$ cat src/rtl/io_bus_pkg.sv
// Shared types and constants for the CPU-side IO bus initiator and bus decode.
package io_bus_pkg;

  typedef enum logic [1:0] {
    IDLE  = 2'd0,
    WRITE = 2'd1,
    READ  = 2'd2,
    RESP  = 2'd3
  } io_init_state_t;

  localparam logic [31:0] DEV_UART     = 32'h0000_0000;
  localparam logic [31:0] DEV_GPOUT    = 32'h0000_0004;
  localparam logic [31:0] DEV_CLK_FREQ = 32'h0000_1002;
  localparam logic [31:0] HDMI_BASE    = 32'h1000_0000;

  localparam int unsigned TIMEOUT_DEFAULT = 1_000_000;

endpackage

$ cat src/rtl/io_bus_initiator.sv
// Turns one in/out request into a single held IO bus beat and returns one
// response, aborting with a timeout flag if the device never handshakes.
module io_bus_initiator
  import io_bus_pkg::*;
#(
  parameter int unsigned TimeoutCycles = TIMEOUT_DEFAULT,
  parameter int unsigned CntWidth      = (TimeoutCycles < 1) ? 1 : $clog2(TimeoutCycles + 1)
) (
  input  logic        i_clk,
  input  logic        i_rst,
  input  logic        i_req_valid,
  output logic        o_req_ready,
  input  logic        i_req_write,
  input  logic [31:0] i_req_dev_id,
  input  logic [31:0] i_req_wdata,
  output logic        o_resp_valid,
  input  logic        i_resp_ready,
  output logic [31:0] o_resp_rdata,
  output logic        o_resp_timeout,
  output logic [31:0] o_dev_id,
  output logic        if_bus_dout_valid,
  input  logic        if_bus_dout_ready,
  output logic [31:0] if_bus_dout_bits,
  input  logic        if_bus_din_valid,
  output logic        if_bus_din_ready,
  input  logic [31:0] if_bus_din_bits
);

  io_init_state_t      state_q;
  logic                req_ready_q;
  logic                resp_valid_q;
  logic [31:0]         rdata_q;
  logic                timeout_q;
  logic [31:0]         dev_id_q;
  logic                dout_valid_q;
  logic [31:0]         dout_bits_q;
  logic                din_ready_q;
  logic [CntWidth-1:0] cnt_q;
  logic [CntWidth-1:0] cnt_d;
  logic                expired;

  // A zero TimeoutCycles disables expiry entirely.
  always_comb begin
    cnt_d   = cnt_q + 1'b1;
    expired = 1'b0;
    if (TimeoutCycles != 0) begin
      expired = (cnt_q == CntWidth'(TimeoutCycles - 1));
    end
  end

  always_ff @(posedge i_clk or negedge i_rst) begin
    if (!i_rst) begin
      state_q      <= IDLE;
      req_ready_q  <= 1'b1;
      resp_valid_q <= 1'b0;
      rdata_q      <= '0;
      timeout_q    <= 1'b0;
      dev_id_q     <= '0;
      dout_valid_q <= 1'b0;
      dout_bits_q  <= '0;
      din_ready_q  <= 1'b0;
      cnt_q        <= '0;
    end else begin
      case (state_q)
        IDLE: begin
          // Bus strobes start next cycle so decode sees a settled device id.
          if (i_req_valid) begin
            dev_id_q    <= i_req_dev_id;
            dout_bits_q <= i_req_wdata;
            cnt_q       <= '0;
            req_ready_q <= 1'b0;
            if (i_req_write) begin
              dout_valid_q <= 1'b1;
              state_q      <= WRITE;
            end else begin
              din_ready_q <= 1'b1;
              state_q     <= READ;
            end
          end
        end
        WRITE: begin
          if (if_bus_dout_ready || expired) begin
            dout_valid_q <= 1'b0;
            rdata_q      <= '0;
            timeout_q    <= !if_bus_dout_ready;
            resp_valid_q <= 1'b1;
            state_q      <= RESP;
          end else begin
            cnt_q <= cnt_d;
          end
        end
        READ: begin
          if (if_bus_din_valid || expired) begin
            din_ready_q  <= 1'b0;
            rdata_q      <= if_bus_din_valid ? if_bus_din_bits : 32'h0;
            timeout_q    <= !if_bus_din_valid;
            resp_valid_q <= 1'b1;
            state_q      <= RESP;
          end else begin
            cnt_q <= cnt_d;
          end
        end
        RESP: begin
          if (i_resp_ready) begin
            resp_valid_q <= 1'b0;
            req_ready_q  <= 1'b1;
            state_q      <= IDLE;
          end
        end
        default: state_q <= IDLE;
      endcase
    end
  end

  assign o_req_ready       = req_ready_q;
  assign o_resp_valid      = resp_valid_q;
  assign o_resp_rdata      = rdata_q;
  assign o_resp_timeout    = timeout_q;
  assign o_dev_id          = dev_id_q;
  assign if_bus_dout_valid = dout_valid_q;
  assign if_bus_dout_bits  = dout_bits_q;
  assign if_bus_din_ready  = din_ready_q;

endmodule

$ cat config.mk
export PLATFORM = sky130hd
export DESIGN_NAME = io_bus_initiator
export DESIGN_NICKNAME = d
export VERILOG_FILES = /design/src/rtl/io_bus_pkg.sv /design/src/rtl/io_bus_initiator.sv
export SDC_FILE = /design/constraint.sdc
export NUM_CORES = 1
export LEC_CHECK = 0
export CAP_MARGIN = 10
export CORE_MARGIN = 3
export CORE_UTILIZATION = 34
export DETAILED_ROUTE_END_ITERATION = 10
export PLACE_DENSITY = 0.65
export SYNTH_ARGS = -nofsm -noshare
export SYNTH_HDL_FRONTEND = slang
export SYNTH_SLANG_ARGS = --single-unit
$ cat constraint.sdc
create_clock -name i_clk -period 2.27 [get_ports i_clk]
set_input_delay 0.5675 -clock i_clk [delete_from_list [all_inputs] [get_ports i_clk]]
set_output_delay 0.5675 -clock i_clk [all_outputs]
set_load 0.01 [all_outputs]
Word-level counts from Yosys, hierarchy flattened:

Cells that the tools add are included.

* add/sub/neg operators: 1
* equality and inequality tests: 12
* muxes and demuxes: 32
* reductions and logical operators: 19

Operators by type and width (count)
* $mux W32: 3
* $pmux W32 S2: 1
* $mux W20: 3
* $pmux W20 S3: 1
* $add A20 B1 Y20 const B: 1
* $eq A20 B20 Y1 const B: 1
* $reduce_and A4 Y1: 5
* $ne A2 B2 Y1 const B: 8
* $mux W1: 13
* $mux W2: 5
* $pmux W1 S2: 4
* $pmux W2 S4: 1
* $reduce_bool A2 Y1: 4
* $reduce_and A3 Y1: 2
* $reduce_bool A3 Y1: 2
* $eq A2 B2 Y1 const B: 2
* $pmux W1 S3: 1
* $eq A2 B1 Y1 const B: 1
* $logic_not A1 Y1: 2
* $logic_not A2 Y1: 1
* $logic_or A1 B1 Y1: 2
* $reduce_and A2 Y1: 1

* register bits after elaboration: 123
* input bits: 103
* output and inout port bits: 101
* logic and storage cells: 74

Logic depth before layout (Yosys ltp):

* depth in word-level cells: 4
* gate-level depth with buffers: 9
* gate-level depth less buffers: 7

Worst setup path after synthesis:

Ideal clock, no wire load.

* path type: input port to flip-flop
* start point: in i_req_valid
* end point: reg cnt_q[10]
* library setup time: 121 ps
* arrival time: 2318 ps
* data required time: 2149 ps
* setup slack: -169 ps
* stages: 8
* buffers on the path: 3
* path through: clkbuf_1 > nor2b_1 > or3_1 > clkbuf_1 > a21oi_1 > clkbuf_1 > nand3_1 > a22o_1

* cells in the longest elaborated chain, start to end: 2

RTL lines
* start, declared: line io_bus_initiator.sv:11 `input logic i_req_valid,`
* $ne A2 B2 Y1 (no line)
* $reduce_and A4 Y1 (no line)
* end signal, assigned: line io_bus_initiator.sv:89 `cnt_q <= cnt_d;`
* end signal, assigned: line io_bus_initiator.sv:100 `cnt_q <= cnt_d;`
* end, declared: line io_bus_initiator.sv:38 `logic [CntWidth-1:0] cnt_q;`

No other way between the ends.
A chain may end at the register's enable or synchronous reset.

Worst setup path after layout:

* start point: reg cnt_q[7]
* end point: reg cnt_q[19]

* cells in the longest elaborated chain, start to end: 4
* elaborated cells on any way between the ends: 10
* those cells by class: 1 x add/sub; 3 x eq/ne; 3 x mux; 3 x reduce/logical

RTL lines
* parallel branches: the longest is 4 deep, another holds $add A20 B1 Y20

Parallel ways; which one is timed is not known. The select of a mux whose other input is x is not followed.

==> impl_metrics.env <==
export IMPL_yosysWarnings=0
export IMPL_status="finished clean"
export IMPL_yosys_top_cells_area="dfrtp_1, mux2_2, and3_1, a22o_1, nand3_1"
export IMPL_cellPowerDensity_nw_per_um2=1380
export IMPL_path_cells="nand4_1 > nor4b_4 > or4b_2 > and3_1 > a211o_1"
export IMPL_arrival_ns=2.51
export IMPL_drc=0
export IMPL_top_layer_used="met4"
export IMPL_hold_class="reg2reg"
export IMPL_rsz0062_at_grt="true"
export IMPL_synthesis_area_sq_um=5580
export IMPL_met1_length_mm=6.15
export IMPL_routed_wl_mm=15.3
export IMPL_maxCapViolCount=0
export IMPL_first_global_vias=4849
export IMPL_layout_worst_path_cycle_share_pct=97.5
export IMPL_final_cell_mix="clkdlybuf4s50_1, dfrtp_1, mux2_2, and3_1, buf_4"
export IMPL_ys_async_sr_fraction_pct=100
export IMPL_grt_pass1_wl_mm=24.6
export IMPL_reg2reg_from="cnt_q[7]$_DFFE_PN0P_"
export IMPL_cts_tree="done"
export IMPL_worst_ep_required_time_ns=2.56
export IMPL_layout_drive_gt1_share_pct=27.1
export IMPL_grt_ovfl_total=0
export IMPL_synth_seq_area_share_pct=55.2
export IMPL_clkPwrFrac_pct=23.1
export IMPL_skew_ns=0.0141
export IMPL_setup_violations=0
export IMPL_postSynthAreaPerCell_sq_um=12.6
export IMPL_crit_path_max_incr_delay_ns=0.64
export IMPL_whs_path_depth=1
export IMPL_io_pins=204
export IMPL_synthFlopType="dfrtp_1"
export IMPL_critPathCaptureType="flip-flop"
export IMPL_critPathSlowestCell="or4b_2"
export IMPL_combPwrFrac_pct=47.0
export IMPL_cp_start_kind="flip-flop"
export IMPL_detail_route_antenna_nets=0
export IMPL_hold_viol=0
export IMPL_synth_top_area_cell="dfrtp_1"
export IMPL_crit_fanout=6
export IMPL_layout_nets=782
export IMPL_power_internal_uw=8200
export IMPL_die_width_um=134
export IMPL_p_leak_uw=0.00393
export IMPL_min_period_ns=2.21
export IMPL_critical_path_top_delay_family="simple AND/OR/NAND/NOR gates"
export IMPL_min_delay_start="o_dev_id[7]$_DFFE_PN0P_"
export IMPL_dr_total_vias=4504
export IMPL_drv_slew=0
export IMPL_min_delay_worst_endpoint="o_dev_id[7]$_DFFE_PN0P_"
export IMPL_antenna_cells=0
export IMPL_final_common_cell="clkdlybuf4s50_1"
export IMPL_synth_cells=442
export IMPL_antenna_found_initial=0
export IMPL_worst_path_buf_inv=0
export IMPL_fin_cells=903
export IMPL_routedWlPerCell_um=17.0
export IMPL_cts_reportedPaths_clkPinSlew_ns=0.06
export IMPL_dp_cells=866
export IMPL_grt_usage_pct=17.1
export IMPL_coreArea_sq_um=15900
export IMPL_synth_top_area_share_pct=54.7
export IMPL_drt_vias_per_instance=4.99
export IMPL_power_share_switching_pct=32.3
export IMPL_initial_core_util_pct=35.0
export IMPL_portBuffers=203
export IMPL_r2r_slack_ns=0.06
export IMPL_firstDrtPassIters=4
export IMPL_peakVddDrop_mv=0.746
export IMPL_cts_root_buf="clkbuf_16"
export IMPL_clock_latency_ns=0.41
export IMPL_grt_max_degree=60
export IMPL_dp_hpwl_mm=10.9
export IMPL_switching_power_uw=3920
export IMPL_die_area_sq_um=18000
export IMPL_worst_pin_slew_ns=0.461
export IMPL_gp_congestion=0.905
export IMPL_clock_sinks=123
export IMPL_ys_types=54
export IMPL_synth_nets=550
export IMPL_timing_fmax_mhz=452
export IMPL_ff2ff_path_depth=5
export IMPL_syn2layout_area_growth_pct=57.5
export IMPL_synth_edf_count=0
export IMPL_pwr_share_seq_pct=29.9
export IMPL_ys_seq_elements=123
export IMPL_clock_path_buffers=2
export IMPL_timing_rr_end="cnt_q[19]$_DFFE_PN0P_"
export IMPL_rows=46
export IMPL_cts_made_buffers=17
export IMPL_maxSlewHeadroom_pct=69.1
export IMPL_cts_htree_levels=4
export IMPL_drt_iter0_markers=201
export IMPL_whs_ns=0.502
export IMPL_route_met3_wl_mm=1.45
export IMPL_met2_wirelength_mm=7.51
export IMPL_crit_type="reg2reg"
export IMPL_fp_dieH_um=134
## metrics by stage
step | cell area, sq um | util (%) | power, uW | setup TNS [ns] | worst slack (ns)
floorplan | 5580 | - | 6410 | 0 | 0.0189
global placement | 8060 | 50.6 | 9080 | -2.52 | -0.157
detailed placement | 8060 | 50.6 | 9230 | -3.95 | -0.255
CTS | 8700 | 54.5 | 12100 | 0 | 0.0488
global route | 8780 | 55.1 | 12900 | -0.0925 | -0.0330
finish | 8780 | 55.1 | 12100 | 0 | 0.0573
## how the worst max path moves through the flow
stage	endpoint	depth (start not counted)	startpoint
2_1_floorplan	o_resp_rdata[0]$_DFFE_PN0P_	6	cnt_q[8]$_DFFE_PN0P_
3_3_place_gp	cnt_q[2]$_DFFE_PN0P_	7	if_bus_din_valid
3_5_place_dp	cnt_q[16]$_DFFE_PN0P_	7	if_bus_din_valid
4_1_cts	cnt_q[19]$_DFFE_PN0P_	5	cnt_q[7]$_DFFE_PN0P_
5_1_grt	cnt_q[19]$_DFFE_PN0P_	5	cnt_q[7]$_DFFE_PN0P_
6_report	cnt_q[19]$_DFFE_PN0P_	5	cnt_q[7]$_DFFE_PN0P_
## area by class of cell
cell class	count	area (sq um)
inverters	13	48.8
repair buffers	239	2400
clock buffers	19	453
fillers	1349	7160
multi-input cells	280	2360
clock inverters	13	168
flip-flops and latches	123	3080
well taps	216	270
## repair_timing
action | in CTS | in global routing
setup endpoints to repair | 1 | 35
endpoints found under the hold margin | 9 | 0
resized for setup | 1 | 7
hold buffers | 1 | 0
setup buffers | 0 | 2
gates cloned | 0 | 2
pin swaps | 0 | 2
## flip-flops by register name (all words and copies together), names as in the netlist
register / count
cnt_q: 20
if_bus_din_ready: 1
if_bus_dout_bits: 32
if_bus_dout_valid: 1
o_dev_id: 32
o_req_ready: 1
o_resp_rdata: 32
o_resp_timeout: 1
o_resp_valid: 1
state_q: 2
## metal layers
| layer | up-vias | global-route usage (%) |
|---|---|---|
| li1 | 2088 | - |
| met1 | 2205 | 19.8 |
| met2 | 190 | 28.4 |
| met3 | 21 | 7.80 |
| met4 | 0 | 5.54 |
| met5 | - | 0 |
## Yosys cell counts (5+ instances only)
library cell  number
a21oi_1           10
a22o_1            11
and3_1            38
clkbuf_1          21
dfrtp_1          122
ha_1               5
inv_1             13
mux2_2            94
nand2_1           16
nand3_1           17
nor2_1            10
o21ai_0           10
## worst reg2reg max path, delay by kind of cell (launching register included)
family,cells,cell delay (ns)
flip-flops,1,0.45
AO/OA/AOI/OAI,1,0.25
AND/OR/NAND/NOR,4,1.41
## power by group through the flow
stage | Clock [uW] | Combinational (uW) | Sequential [uW]
after floorplan | 0 | 2380 | 4040
after global placement | 0 | 5470 | 3600
after global routing | 2990 | 6130 | 3740
after CTS | 2880 | 5610 | 3630
after detailed placement | 0 | 5570 | 3650
final | 2800 | 5700 | 3620
## kinds of logic (layout without fill, tap and decap cells)
logic type	Yosys count	count (layout)	share of synthesized area (%)
AO/OA/AOI/OAI	64	64	8.53
adder cells (fa/ha/maj)	5	5	1.12
buffers and inverters	39	284	3.19
flip-flops	123	123	55.2
multiplexers	101	101	20.3
AND/OR/NAND/NOR	110	110	11.6
Note: power is estimated with default switching activity, not from simulation.
